<file path="src/rtl/display_pkg.sv">
// Shared definitions for the display sharing logic.
//   BLANK_CODE : digit code the seven-segment decoder renders as all-off
//   BCD_W      : width of one requester's {d4,d3,d2,d1} word
//   DIGIT_W    : width of one display digit code
//   arb_state_e: ownership FSM encoding (ST_IDLE / ST_OWN)
//   lz_blank() : leading-zero blanking of a 4-digit word
package display_pkg;

  localparam logic [3:0] BLANK_CODE = 4'hF;
  localparam int         BCD_W      = 16;
  localparam int         DIGIT_W    = 4;

  typedef enum logic {
    ST_IDLE = 1'b0,
    ST_OWN  = 1'b1
  } arb_state_e;

  // Scan d4, d3, d2 from the top; a digit is blanked while it and every
  // digit above it are zero. d1 always shows, so a value of 0 reads "0".
  // Codes above 9 are non-zero and therefore stop the blanking.
  function automatic logic [BCD_W-1:0] lz_blank(input logic [BCD_W-1:0] w);
    logic [BCD_W-1:0] r;
    logic             lead;
    r    = w;
    lead = 1'b1;
    for (int k = 3; k >= 1; k--) begin
      if (lead && (w[k*DIGIT_W +: DIGIT_W] == 4'h0)) begin
        r[k*DIGIT_W +: DIGIT_W] = BLANK_CODE;
      end else begin
        lead = 1'b0;
      end
    end
    return r;
  endfunction

endpackage

</file>
<file path="src/rtl/rr_next_picker.sv">
// Combinational round-robin search.
//   req_i   : request vector to search
//   start_i : index to search after (search starts at start_i+1, wraps)
//   found_o : at least one bit of req_i is set
//   idx_o   : first set index after start_i, 0 when nothing is found
module rr_next_picker #(
  parameter int N_REQ = 3,
  parameter int IDX_W = 3
) (
  input  logic [N_REQ-1:0] req_i,
  input  logic [IDX_W-1:0] start_i,
  output logic             found_o,
  output logic [IDX_W-1:0] idx_o
);

  int pos;

  // Walk from the farthest candidate towards the nearest one; the last hit
  // written is the closest set bit after start_i.
  always_comb begin
    found_o = 1'b0;
    idx_o   = '0;
    pos     = 0;
    for (int k = N_REQ; k >= 1; k--) begin
      pos = (int'(start_i) + k) % N_REQ;
      if (req_i[pos]) begin
        found_o = 1'b1;
        idx_o   = IDX_W'(pos);
      end
    end
  end

endmodule

</file>
<file path="src/rtl/display_share_arbiter.sv">
// Shares one 4-digit seven-segment display among N_REQ requesters.
// Round-robin ownership with a minimum time slice measured in tick strobes,
// leading-zero blanking and per-requester blink of the owner's digits.
//   clk, rst          : clock, asynchronous active-high reset
//   tick              : one-clk timing strobe; hold and blink timers only
//                       advance on it
//   req, blink        : per-requester request level / blink wish
//   bcd_in            : requester i word at [16i+15:16i] = {d4,d3,d2,d1}
//   grant, owner_id   : one-hot owner and its index (0 when idle)
//   busy              : display currently owned
//   digit4..digit1    : registered digit codes for the display scanner
//   dbg_state         : FSM state (ST_IDLE / ST_OWN)
module display_share_arbiter
  import display_pkg::*;
#(
  parameter int N_REQ       = 3,
  parameter int HOLD_TICKS  = 400,
  parameter int BLINK_TICKS = 200,
  parameter int LZ_BLANK    = 1
) (
  input  logic                   clk,
  input  logic                   rst,
  input  logic                   tick,
  input  logic [N_REQ-1:0]       req,
  input  logic [N_REQ-1:0]       blink,
  input  logic [BCD_W*N_REQ-1:0] bcd_in,
  output logic [N_REQ-1:0]       grant,
  output logic [2:0]             owner_id,
  output logic                   busy,
  output logic [DIGIT_W-1:0]     digit4,
  output logic [DIGIT_W-1:0]     digit3,
  output logic [DIGIT_W-1:0]     digit2,
  output logic [DIGIT_W-1:0]     digit1,
  output logic                   dbg_state
);

  localparam int IDX_W = 3;
  localparam int HW    = $clog2(HOLD_TICKS + 1);
  localparam int BW    = $clog2(BLINK_TICKS + 1);

  arb_state_e        state_q, state_d;
  logic [IDX_W-1:0]  owner_q, owner_d;
  logic [IDX_W-1:0]  rr_ptr_q, rr_ptr_d;
  logic [HW-1:0]     hold_cnt_q, hold_cnt_d;
  logic [BW-1:0]     blink_cnt_q, blink_cnt_d;
  logic              phase_q, phase_d;
  logic [BCD_W-1:0]  digits_q, digits_d;

  logic [N_REQ-1:0]  grant_vec;
  logic              owner_req;
  logic              owner_blink;
  logic [BCD_W-1:0]  owner_word;
  logic              arb_found, hand_found;
  logic [IDX_W-1:0]  arb_idx, hand_idx;
  logic              take;
  logic [IDX_W-1:0]  take_idx;

  assign grant_vec   = (state_q == ST_OWN) ? (N_REQ'(1) << owner_q) : '0;
  assign owner_req   = |(req & grant_vec);
  assign owner_blink = |(blink & grant_vec);

  // Fresh arbitration from idle, resuming after the last owner.
  rr_next_picker #(.N_REQ(N_REQ), .IDX_W(IDX_W)) u_arb_pick (
    .req_i   (req),
    .start_i (rr_ptr_q),
    .found_o (arb_found),
    .idx_o   (arb_idx)
  );

  // Handover search among everyone except the current owner; serves both
  // the owner-drop and the slice-expiry cases.
  rr_next_picker #(.N_REQ(N_REQ), .IDX_W(IDX_W)) u_hand_pick (
    .req_i   (req & ~grant_vec),
    .start_i (owner_q),
    .found_o (hand_found),
    .idx_o   (hand_idx)
  );

  always_comb begin
    state_d     = state_q;
    owner_d     = owner_q;
    rr_ptr_d    = rr_ptr_q;
    hold_cnt_d  = hold_cnt_q;
    blink_cnt_d = blink_cnt_q;
    phase_d     = phase_q;
    take        = 1'b0;
    take_idx    = '0;
    case (state_q)
      ST_IDLE: begin
        if (arb_found) begin
          take     = 1'b1;
          take_idx = arb_idx;
        end
      end
      default: begin
        // Owner drop wins over a simultaneous tick or slice expiry.
        if (!owner_req) begin
          if (hand_found) begin
            take     = 1'b1;
            take_idx = hand_idx;
          end else begin
            state_d     = ST_IDLE;
            hold_cnt_d  = '0;
            blink_cnt_d = '0;
            phase_d     = 1'b0;
          end
        end else if ((hold_cnt_q == HW'(HOLD_TICKS)) && hand_found) begin
          take     = 1'b1;
          take_idx = hand_idx;
        end else if (tick) begin
          if (hold_cnt_q != HW'(HOLD_TICKS)) hold_cnt_d = hold_cnt_q + 1'b1;
          if (blink_cnt_q == BW'(BLINK_TICKS - 1)) begin
            blink_cnt_d = '0;
            phase_d     = ~phase_q;
          end else begin
            blink_cnt_d = blink_cnt_q + 1'b1;
          end
        end
      end
    endcase
    // Any grant change restarts the slice and the blink cadence.
    if (take) begin
      state_d     = ST_OWN;
      owner_d     = take_idx;
      rr_ptr_d    = take_idx;
      hold_cnt_d  = '0;
      blink_cnt_d = '0;
      phase_d     = 1'b0;
    end
  end

  // Digits follow the registered owner, so they trail a grant change by one
  // clock; blink blanking is applied on top of leading-zero blanking.
  always_comb begin
    owner_word = '0;
    for (int i = 0; i < N_REQ; i++) begin
      if (grant_vec[i]) owner_word = bcd_in[i*BCD_W +: BCD_W];
    end
    if (state_q == ST_IDLE) begin
      digits_d = {4{BLANK_CODE}};
    end else begin
      digits_d = (LZ_BLANK != 0) ? lz_blank(owner_word) : owner_word;
      if (owner_blink && phase_q) digits_d = {4{BLANK_CODE}};
    end
  end

  always_ff @(posedge clk or posedge rst) begin
    if (rst) begin
      state_q     <= ST_IDLE;
      owner_q     <= '0;
      rr_ptr_q    <= IDX_W'(N_REQ - 1);
      hold_cnt_q  <= '0;
      blink_cnt_q <= '0;
      phase_q     <= 1'b0;
      digits_q    <= {4{BLANK_CODE}};
    end else begin
      state_q     <= state_d;
      owner_q     <= owner_d;
      rr_ptr_q    <= rr_ptr_d;
      hold_cnt_q  <= hold_cnt_d;
      blink_cnt_q <= blink_cnt_d;
      phase_q     <= phase_d;
      digits_q    <= digits_d;
    end
  end

  assign grant     = grant_vec;
  assign owner_id  = (state_q == ST_OWN) ? owner_q : 3'd0;
  assign busy      = |grant_vec;
  assign digit4    = digits_q[15:12];
  assign digit3    = digits_q[11:8];
  assign digit2    = digits_q[7:4];
  assign digit1    = digits_q[3:0];
  assign dbg_state = state_q;

endmodule
</file>
<file path="config.mk">
export PLATFORM = sky130hd
export DESIGN_NAME = display_share_arbiter
export DESIGN_NICKNAME = d
export VERILOG_FILES = /design/src/rtl/display_pkg.sv /design/src/rtl/rr_next_picker.sv /design/src/rtl/display_share_arbiter.sv
export SDC_FILE = /design/constraint.sdc
export NUM_CORES = 1
export LEC_CHECK = 0
export CAP_MARGIN = 20
export CORE_MARGIN = 4
export CORE_UTILIZATION = 54
export CTS_CLUSTER_DIAMETER = 120
export DETAILED_ROUTE_END_ITERATION = 10
export PLACE_DENSITY_LB_ADDON = 0.2
export SLEW_MARGIN = 5
export SYNTH_ARGS = -nofsm -noshare
export SYNTH_HDL_FRONTEND = slang
export SYNTH_SLANG_ARGS = --single-unit
</file>
<file path="constraint.sdc">
create_clock -name clk -period 14.7 [get_ports clk]
set_input_delay 1.47 -clock clk [delete_from_list [all_inputs] [get_ports clk]]
set_output_delay 1.47 -clock clk [all_outputs]
set_load 0.02 [all_outputs]
</file>
## Yosys cells after proc, flatten, opt, wreduce, memory -nomap -nowiden

Cells that the tools add are included.

| storage, ports and cells | value |
|---|---|
| bits in registers | 41 |
| latch bits | 0 |
| memory bits (writable) | 0 |
| ROM bits | 0 |
| bits of input ports | 57 |
| output and inout bits | 24 |
| logic and storage cells | 133 |
| memories kept | 0 |

| operators by class | value |
|---|---|
| $add $sub $neg | 8 |
| $mul | 0 |
| div/mod/pow operators | 6 |
| $lt $le $gt $ge | 6 |
| equal/unequal tests | 8 |
| shift-type cells | 1 |
| multiplexer cells | 78 |
| bitwise operators | 5 |
| reduce and logical (&&, ||, !) cells | 14 |

Operator list:

| operator | count |
|---|---|
| $lt A32 B4 Y1 const B | 6 |
| $mod A32 B3 Y32 const B | 6 |
| $mux W16 | 5 |
| $mux W9 | 7 |
| $mux W8 | 7 |
| $mux W3 | 13 |
| $mux W1 | 37 |
| $add A3 B2 Y4 const B | 4 |
| $bmux W1 S2 | 6 |
| $logic_not A4 Y1 | 3 |
| $mux W4 | 3 |
| $reduce_and A5 Y1 | 2 |
| $add A9 B1 Y9 const B | 1 |
| $and A3 B3 Y3 | 3 |
| $eq A9 B9 Y1 const B | 1 |
| $ne A9 B9 Y1 const B | 1 |
| $reduce_or A3 Y1 | 3 |
| $add A3 B1 Y4 const B | 2 |
| $add A8 B1 Y8 const B | 1 |
| $eq A8 B8 Y1 const B | 1 |
| $ne A3 B1 Y1 const B | 2 |
| $ne A3 B2 Y1 const B | 2 |
| $logic_and A1 B1 Y1 | 4 |
| $reduce_and A4 Y1 | 1 |
| other kinds (5) | 5 |

## Logic depth before layout (Yosys ltp)

Gate-level depths: netlist of run 1.

| depth | value |
|---|---|
| depth after elaboration | 16 |
| mapped depth | 22 |
| mapped depth without buffers | 19 |

## By module

A second synthesis of run 1 with hierarchy kept.

| unflattened totals | value |
|---|---|
| cells, all modules | 554 |
| area total of the unflattened synthesis | 4518.1 µm² |

By module, submodules not included:

| module | instances | cells an instance | area an instance (µm²) |
|---|---|---|---|
| display_share_arbiter | 1 | 280 | 2488.6 |
| rr_next_picker | 2 | 137 | 1014.7 |

## Worst setup path after synthesis of run 1

Ideal clock, no wire load.

| timing | value |
|---|---|
| path type | flip-flop to flip-flop |
| start point | reg owner_q[0] |
| end point | reg hold_cnt_q[5] |
| library setup time | 0.128 ns |
| data arrival time | 4.883 ns |
| data required time | 14.572 ns |
| path slack | 9.689 ns |
| cell stages (with the launch flop) | 20 |
| buffers on the path | 3 |
| period minus slack after synthesis | 5.011 ns |
| path through | dfrtp_1 clkbuf_1 clkbuf_1 buf_1 inv_1 ha_1 xor2_2 inv_1 ha_1 o211a_1 a21oi_1 xnor2_1 ha_1 or3_1 o31a_1 nand4_1 o211ai_1 a211o_1 nor3_1 mux2_1 |

| between the ends | value |
|---|---|
| cells in the longest elaborated chain, start to end | 16 |

Ends and longest elaborated chain:

| what | line | RTL |
|---|---|---|
| from (decl) | display_share_arbiter.sv:42 | `logic [IDX_W-1:0] owner_q, owner_d;` |
| from (signal assigned) | display_share_arbiter.sv:158 | `owner_q <= owner_d;` |
| parallel branches: the longest is 16 deep, another holds $mod A32 B3 Y32 | n/a |  |
| to (signal assigned) | display_share_arbiter.sv:160 | `hold_cnt_q <= hold_cnt_d;` |
| to (decl) | display_share_arbiter.sv:44 | `logic [HW-1:0] hold_cnt_q, hold_cnt_d;` |

Several ways; the timed one is not identified. The select of a mux whose other input is x is not followed.
A chain may end at the register's enable or synchronous reset.

## Worst setup path in the final report of run 1

| timing | value |
|---|---|
| start point | reg rr_ptr_q[2] |
| end point | reg blink_cnt_q[5] |

| between the ends | value |
|---|---|
| cells in the longest elaborated chain, start to end | 12 |

Ends and longest elaborated chain:

| what | line | RTL |
|---|---|---|
| from (decl) | display_share_arbiter.sv:43 | `logic [IDX_W-1:0] rr_ptr_q, rr_ptr_d;` |
| from (signal assigned) | display_share_arbiter.sv:151 | `rr_ptr_q <= IDX_W'(N_REQ - 1);` |
| from (signal assigned) | display_share_arbiter.sv:159 | `rr_ptr_q <= rr_ptr_d;` |
| $add A3 B2 Y4 | rr_next_picker.sv:25 | `pos = (int'(start_i) + k) % N_REQ;` |
| $mod A32 B3 Y32 | rr_next_picker.sv:25 |  |
| $bmux W1 S2 | rr_next_picker.sv:26 | `if (req_i[pos]) begin` |
| $mux W1 (implied by the code) (2 in series) | rr_next_picker.sv:26 |  |
| $mux W1 (2 in series) | rr_next_picker.sv:26 |  |
| $mux W1 * | rr_next_picker.sv:26 |  |
| $mux W1 * | display_share_arbiter.sv:90 | `if (arb_found) begin` |
| $mux W1 * | display_share_arbiter.sv:88 | `case (state_q)` |
| $ne A3 B3 Y1 (no line), or another cell as far along | n/a |  |
| $reduce_and A4 Y1 (no line) | n/a |  |
| to (signal assigned) | display_share_arbiter.sv:161 | `blink_cnt_q <= blink_cnt_d;` |
| to (decl) | display_share_arbiter.sv:45 | `logic [BW-1:0] blink_cnt_q, blink_cnt_d;` |

Every way passes the cells marked *; elsewhere a longest branch is shown, timed or not. The select of a mux whose other input is x is not followed.

==> impl_metrics.yaml, run 1 <==
global_routing:
  antenna_found_initial: 0
  grt.overflow.total: 0
  grt_pass1_vias: 4084
  track_usage_pct: 24.6
  grt_pass1_wl_um: 19600
  grt_max_degree: 40
routing:
  ant_nets: 0
  via_per_inst: 6.12
  drc: 0
  dr.first_iter.drc_count: 229
  first_pass_iters: 5
  wl_per_cell_um: 17.0
  via_count: 4239
  wl_um: 11800
sta:
  finClkSkew_ns: 0.0115
  slew_violations: 0
  fin_crit_sh_pct: 35.2
  setup_slack_ns: 9.52
  fmaxAchievable_ghz: 0.193
  slew_headroom_pct: 40.0
  finalSetupViolations: 0
  hold_viol: 0
  tns_ns: 0
  worst_pin_slew_ns: 0.890
  rsz0062_at_grt: "false"
  period_needed_ns: 5.18
setup_path:
  arrival_ns: 5.36
  cp-start-kind: "flip-flop"
  crit_fanout: 18
  crit_path_end_kind: "flip-flop"
  rr_worst_depth: 19
  cp-endpoint: "blink_cnt_q[5]"
  rrSetupSlack_ns: 9.52
  cp.required_ns: 14.88
  crit_type: "reg2reg"
  reg2reg_to: "blink_cnt_q[5]"
  crit-reg2reg-launch: "rr_ptr_q[2]"
  cp-startpoint: "rr_ptr_q[2]"
synth:
  yosys_warnings: 0
  ys_ff_latch: 39
  synthArstFlopShare_pct: 100
  avgSynthCellArea_um2: 8.24
  synth-seq-area-share_pct: 23.3
  netlist_instances: 519
  yosys_most_used_dff: "dfrtp_1"
  synth.distinct_cells: 79
  syn_area_um2: 4280
  synth_edf_count: 0
  syn_nets: 620
clock_network:
  numCtsBuffers: 5
  htree_levels: 2
  cts_resized: 0
  cts_sinks: 39
  clk_pin_slew_ns: 0.08
  hold_buffers: 0
  clock_path_buffers: 2
  cts-root-buf: "clkbuf_8"
  post-cts-setup-buffers: 0
  cts_tree: "yes"
  insertion_delay_ns: 0.29
finish:
  antenna_cells: 0
  fin_util_pct: 68.2
  fin_area_um2: 5270
  fillerInstances: 646
  multi_input_area_um2: 3030
  syn2layout_area_growth_pct: 23.3
  layout-drive-gt1-share_pct: 8.80
  regArea_um2: 997
  nets: 691
die:
  die_x_um: 97.0
  die_h_um: 97.0
  dieArea_um2: 9410
  core_area_um2: 7730
  initial_utilization_pct: 55.4
  row_count: 32
  ios: 81
placed_design:
  dp_slack_ns: 9.66
  placed_area_um2: 5130
  dp_hpwl_um: 9170
  gp_congestion: 0.975
  portBuffers: 80
status:
  outcome: "finished, final reports clean"
min_path:
  hold_start: "blink_cnt_q[1]"
  min-delay-path-class: "reg2reg"
job:
  maxCapViolations: 0
[sequential cells by signal, summed over array words and instances, names as in the netlist]
| signal | flops |
|---|---|
| digits_q | 16 |
| hold_cnt_q | 9 |
| blink_cnt_q | 8 |
| owner_q | 2 |
| rr_ptr_q | 2 |
| dbg_state | 1 |
| phase_q | 1 |
[layout by cell type, fill, tap and decap left out, types with 4 or more instances in the layout]
cell type	n
a211o_1	5
a211oi_1	5
a21o_1	7
a21oi_1	28
a221o_1	14
a221oi_1	4
a22o_1	4
a31oi_1	11
and2_1	9
and3_1	5
clkbuf_8	5
clkdlybuf4s50_1	80
dfrtp_1	22
dfstp_2	17
ha_1	44
inv_1	39
mux2i_1	8
nand2_1	38
nand2b_1	4
nand3_1	14
nand3b_1	5
nand4_1	5
nor2_1	39
nor2b_1	14
nor3_1	11
nor3b_1	4
o211a_1	4
o211ai_1	5
o21ai_0	34
o21bai_1	6
o22ai_1	6
or3_1	7
xnor2_1	12
[logic make-up (layout without fill, tap and decap cells)]
group | Yosys count | after routing | synth area share [%]
mux | 13 | 13 | 3.19
flops | 39 | 39 | 23.3
fa+ha+maj | 44 | 44 | 12.9
simple gates | 174 | 174 | 22.0
compound gates | 170 | 170 | 28.6
xor+xnor | 17 | 17 | 4.18
buf+inv | 62 | 134 | 5.85
[worst min-delay path by stage]
stage	cells past startpoint	endpoint	slack, ns
2_1_floorplan	1	phase_q	0.45
3_5_place_dp	2	blink_cnt_q[1]	0.55
6_report	2	blink_cnt_q[1]	0.56
5_1_grt	2	blink_cnt_q[1]	0.58
3_3_place_gp	1	phase_q	0.48
4_1_cts	2	blink_cnt_q[1]	0.57
[Yosys cell counts (all sizes together), types with 6 or more instances]
cell	n	area share, %
nand2	38	3.3
a21oi	30	3.7
buf	7	1.0
nand3	14	1.6
dfstp	17	10
o22ai	6	0.88
clkbuf	12	1.1
nor2	39	3.4
a211oi	6	1.2
a21o	7	1.2
ha	44	13
o21ai	38	4.5
a221o	14	3.3
or3	7	1.0
nor2b	14	2.0
inv	41	3.6
nor3	12	1.5
xnor2	14	3.2
and2	9	1.3
a31oi	11	1.6
o21bai	6	1.1
mux2i	8	1.9
a221oi	6	1.5
dfrtp	22	13
[through the flow]
stage / hold slack (ns) / std cells
floorplan: 0.450 / 519
global placement: 0.483 / 684
detailed placement: 0.553 / 684
CTS: 0.565 / 692
global route: 0.585 / 693
finish: 0.564 / 693
[cell type report]
type / instances / share of cell area, %
Multi-Input combinational cell: 418 / 57.5
Sequential cell: 39 / 18.9
Tap cell: 102 / 2.42
Clock buffer: 6 / 1.38
Clock inverter: 2 / 1.14
Timing Repair Buffer: 83 / 15.6
Inverter: 43 / 3.06
[critical path, stage by stage (launching register included)]
cell and delay [ns]:
dfrtp_1 0.83, ha_1 0.43, nand2_1 0.13, inv_1 0.19, nor2_1 0.08, ha_1 0.24
inv_1 0.12, o211a_1 0.19, a21oi_1 0.09, xnor2_1 0.27, inv_1 0.12, ha_1 0.24
a221oi_2 0.42, nor4b_1 0.11, a31oi_1 0.22, nand3_1 0.25, o21ai_1 0.37, a21oi_2 0.22
and3_1 0.32, a22o_1 0.23
[metal layers]
layer  wire length (um)  global-route usage [%]  part of all wire, %  up-vias
met5                  0                       0                    0        -
met4                273                    7.13                  2.3        0
met1               4980                    30.9                   42     2020
met3                500                    3.68                  4.2       24
li1                   -                       -                    -     2063
met2               6030                    43.5                   51      132
Power of run 1 is not shown: default switching activity piles up to over one toggle a cycle in this logic, so the estimate is an artifact.
==> inputs of run 2 (changes only) <==
--- a/config.mk
+++ b/config.mk
@@ -7,7 +7,7 @@
 export LEC_CHECK = 0
 export CAP_MARGIN = 20
 export CORE_MARGIN = 4
-export CORE_UTILIZATION = 54
+export CORE_UTILIZATION = 49
 export CTS_CLUSTER_DIAMETER = 120
 export DETAILED_ROUTE_END_ITERATION = 10
 export PLACE_DENSITY_LB_ADDON = 0.2
==> constraint.sdc (replaced) <==
create_clock -name clk -period 4.5 [get_ports clk]
set_input_delay 0.45 -clock clk [delete_from_list [all_inputs] [get_ports clk]]
set_output_delay 0.45 -clock clk [all_outputs]
set_load 0.02 [all_outputs]
==> impl_metrics.yaml, run 2 (same netlist as run 1, synthesis figures left out) <==
global_routing:
  grt_pass1_wl_um: 19800
  grt.overflow.total: 0
  antenna_found_initial: 0
  track_usage_pct: 23.3
  grt_pass1_vias: 4202
  grt_max_degree: 40
finish:
  syn2layout_area_growth_pct: 32.0
  final_common_cell: "clkdlybuf4s50_1"
  finalNonFillerCells: 729
  reg_top3: "digits_q x16, hold_cnt_q x9, blink_cnt_q x8"
  largest_reg_flops: 16
  layout_common_cells: "clkdlybuf4s50_1 (80), nor2_1 (39), nand2_1 (38)"
  fillerInstances: 685
  regArea_um2: 1000
  layout-drive-gt1-share_pct: 18.6
  antenna_cells: 0
  nets: 724
  multi_input_area_um2: 3170
  largest_register: "digits_q"
routing:
  ant_nets: 0
  via_per_inst: 6.07
  dr.first_iter.drc_count: 244
  via_count: 4422
  first_pass_iters: 6
  wl_um: 12600
  drc: 0
  wl_per_cell_um: 17.3
placed_design:
  gp_congestion: 0.972
  placedCellCount: 710
  dp_hpwl_um: 9510
  dp_slack_ns: -0.138
  portBuffers: 80
clock_network:
  insertion_delay_ns: 0.30
  htree_levels: 2
  hold_buffers: 0
  clock_path_buffers: 2
  cts_tree: "yes"
  cts_sinks: 39
  cts-root-buf: "clkbuf_8"
  clk_pin_slew_ns: 0.09
  numCtsBuffers: 5
setup_path:
  crit_chain: "inv_2 > ha_1 > xor2_2 > inv_1 > ha_1 > o211a_1 > a21oi_1 > xnor2_1 > ha_2 > or3_1 > o31a_1 > nand4_1 > o211ai_1 > a211o_1 > nor3_1 > mux2_1"
  cp-start-kind: "flip-flop"
  critPathSlowestCell: "dfrtp_2"
  crit_path_end_kind: "flip-flop"
  rrSetupSlack_ns: 0.20
  critPathMaxStageDelay_ns: 0.50
  arrival_ns: 4.49
  cpMostUsedCell: "ha_1"
  cp.required_ns: 4.69
  crit_fanout: 11
  crit_type: "reg2reg"
sta:
  slew_violations: 0
  setup_slack_ns: 0.196
  fin_crit_sh_pct: 95.6
  slew_headroom_pct: 22.4
  finClkSkew_ns: 0.00616
  finalSetupViolations: 0
  fmaxAchievable_ghz: 0.232
  worst_pin_slew_ns: 1.16
  hold_viol: 0
  period_needed_ns: 4.30
die:
  dieArea_um2: 10300
  ios: 81
  die_x_um: 101
  initial_utilization_pct: 51.3
  die_h_um: 101
  row_count: 33
  core_area_um2: 8340
job:
  maxCapViolations: 0
status:
  outcome: "finished, final reports clean"
min_path:
  min-delay-path-class: "reg2reg"
==> run 2: cell types whose count changed in the layout (fill, tap and decap cells not counted), sizes merged <==
| cell | change |
|---|---|
| bufinv | -1 |
| buf | +33 |
| clkinv | +2 |
| clkbuf | -1 |
==> run 2: per-layer routing <==
layer	track usage, %	share of wire (%)
met5	0	0
met4	5.32	1.5
met3	3.24	5.3
met2	40.4	51
met1	30.8	42
==> run 2: final timing paths <==
| kind | from | endpoint | depth (start not counted) |
|---|---|---|---|
| setup / recovery | owner_q[0] | hold_cnt_q[5] | 16 |
| setup reg to reg | owner_q[0] | hold_cnt_q[5] | 16 |
| min in group asynchronous | rst | blink_cnt_q[6] | 3 |
| hold / removal | phase_q | phase_q | 1 |
| max in group asynchronous | rst | rr_ptr_q[2] | 3 |
| hold reg to reg | phase_q | phase_q | 1 |
==> run 2: area by class of cell <==
type | instances | share of cell area [%]
clock buffers | 5 | 1.22
clock inverters | 3 | 0.776
inverters | 43 | 2.86
well taps | 105 | 2.33
repair buffers | 116 | 19.0
multi-input cells | 418 | 56.1
flip-flops and latches | 39 | 17.7
==> run 2: timing repair <==
action | 4_1_cts | 5_1_grt
setup endpoints to repair | 11 | 22
buffers inserted | 0 | 11
gates resized for setup | 2 | 32
pin swaps | 0 | 9
==> run 2: through the flow <==
| step | setup TNS, ns | hold WS (ns) | util [%] | cell area (um2) |
|---|---|---|---|---|
| 2_1_floorplan | 0 | 0.450 | - | 4300 |
| 3_3_place_gp | 0 | 0.485 | 63.7 | 5310 |
| 3_5_place_dp | -0.985 | 0.477 | 63.7 | 5310 |
| 4_1_cts | 0 | 0.488 | 65.2 | 5430 |
| 5_1_grt | -0.406 | 0.530 | 67.7 | 5650 |
| 6_report | 0 | 0.484 | 67.7 | 5650 |
==> run 2: critical path: cells and delay by family, from the launching register on <==
family,cells,cell delay (ns)
simple gates,3,0.72
fa+ha+maj,3,0.79
xor+xnor,2,0.39
mux,1,0.33
buf+inv,2,0.26
compound gates,5,1.22
flops,1,0.50
Power of run 2 is left out for the same reason.
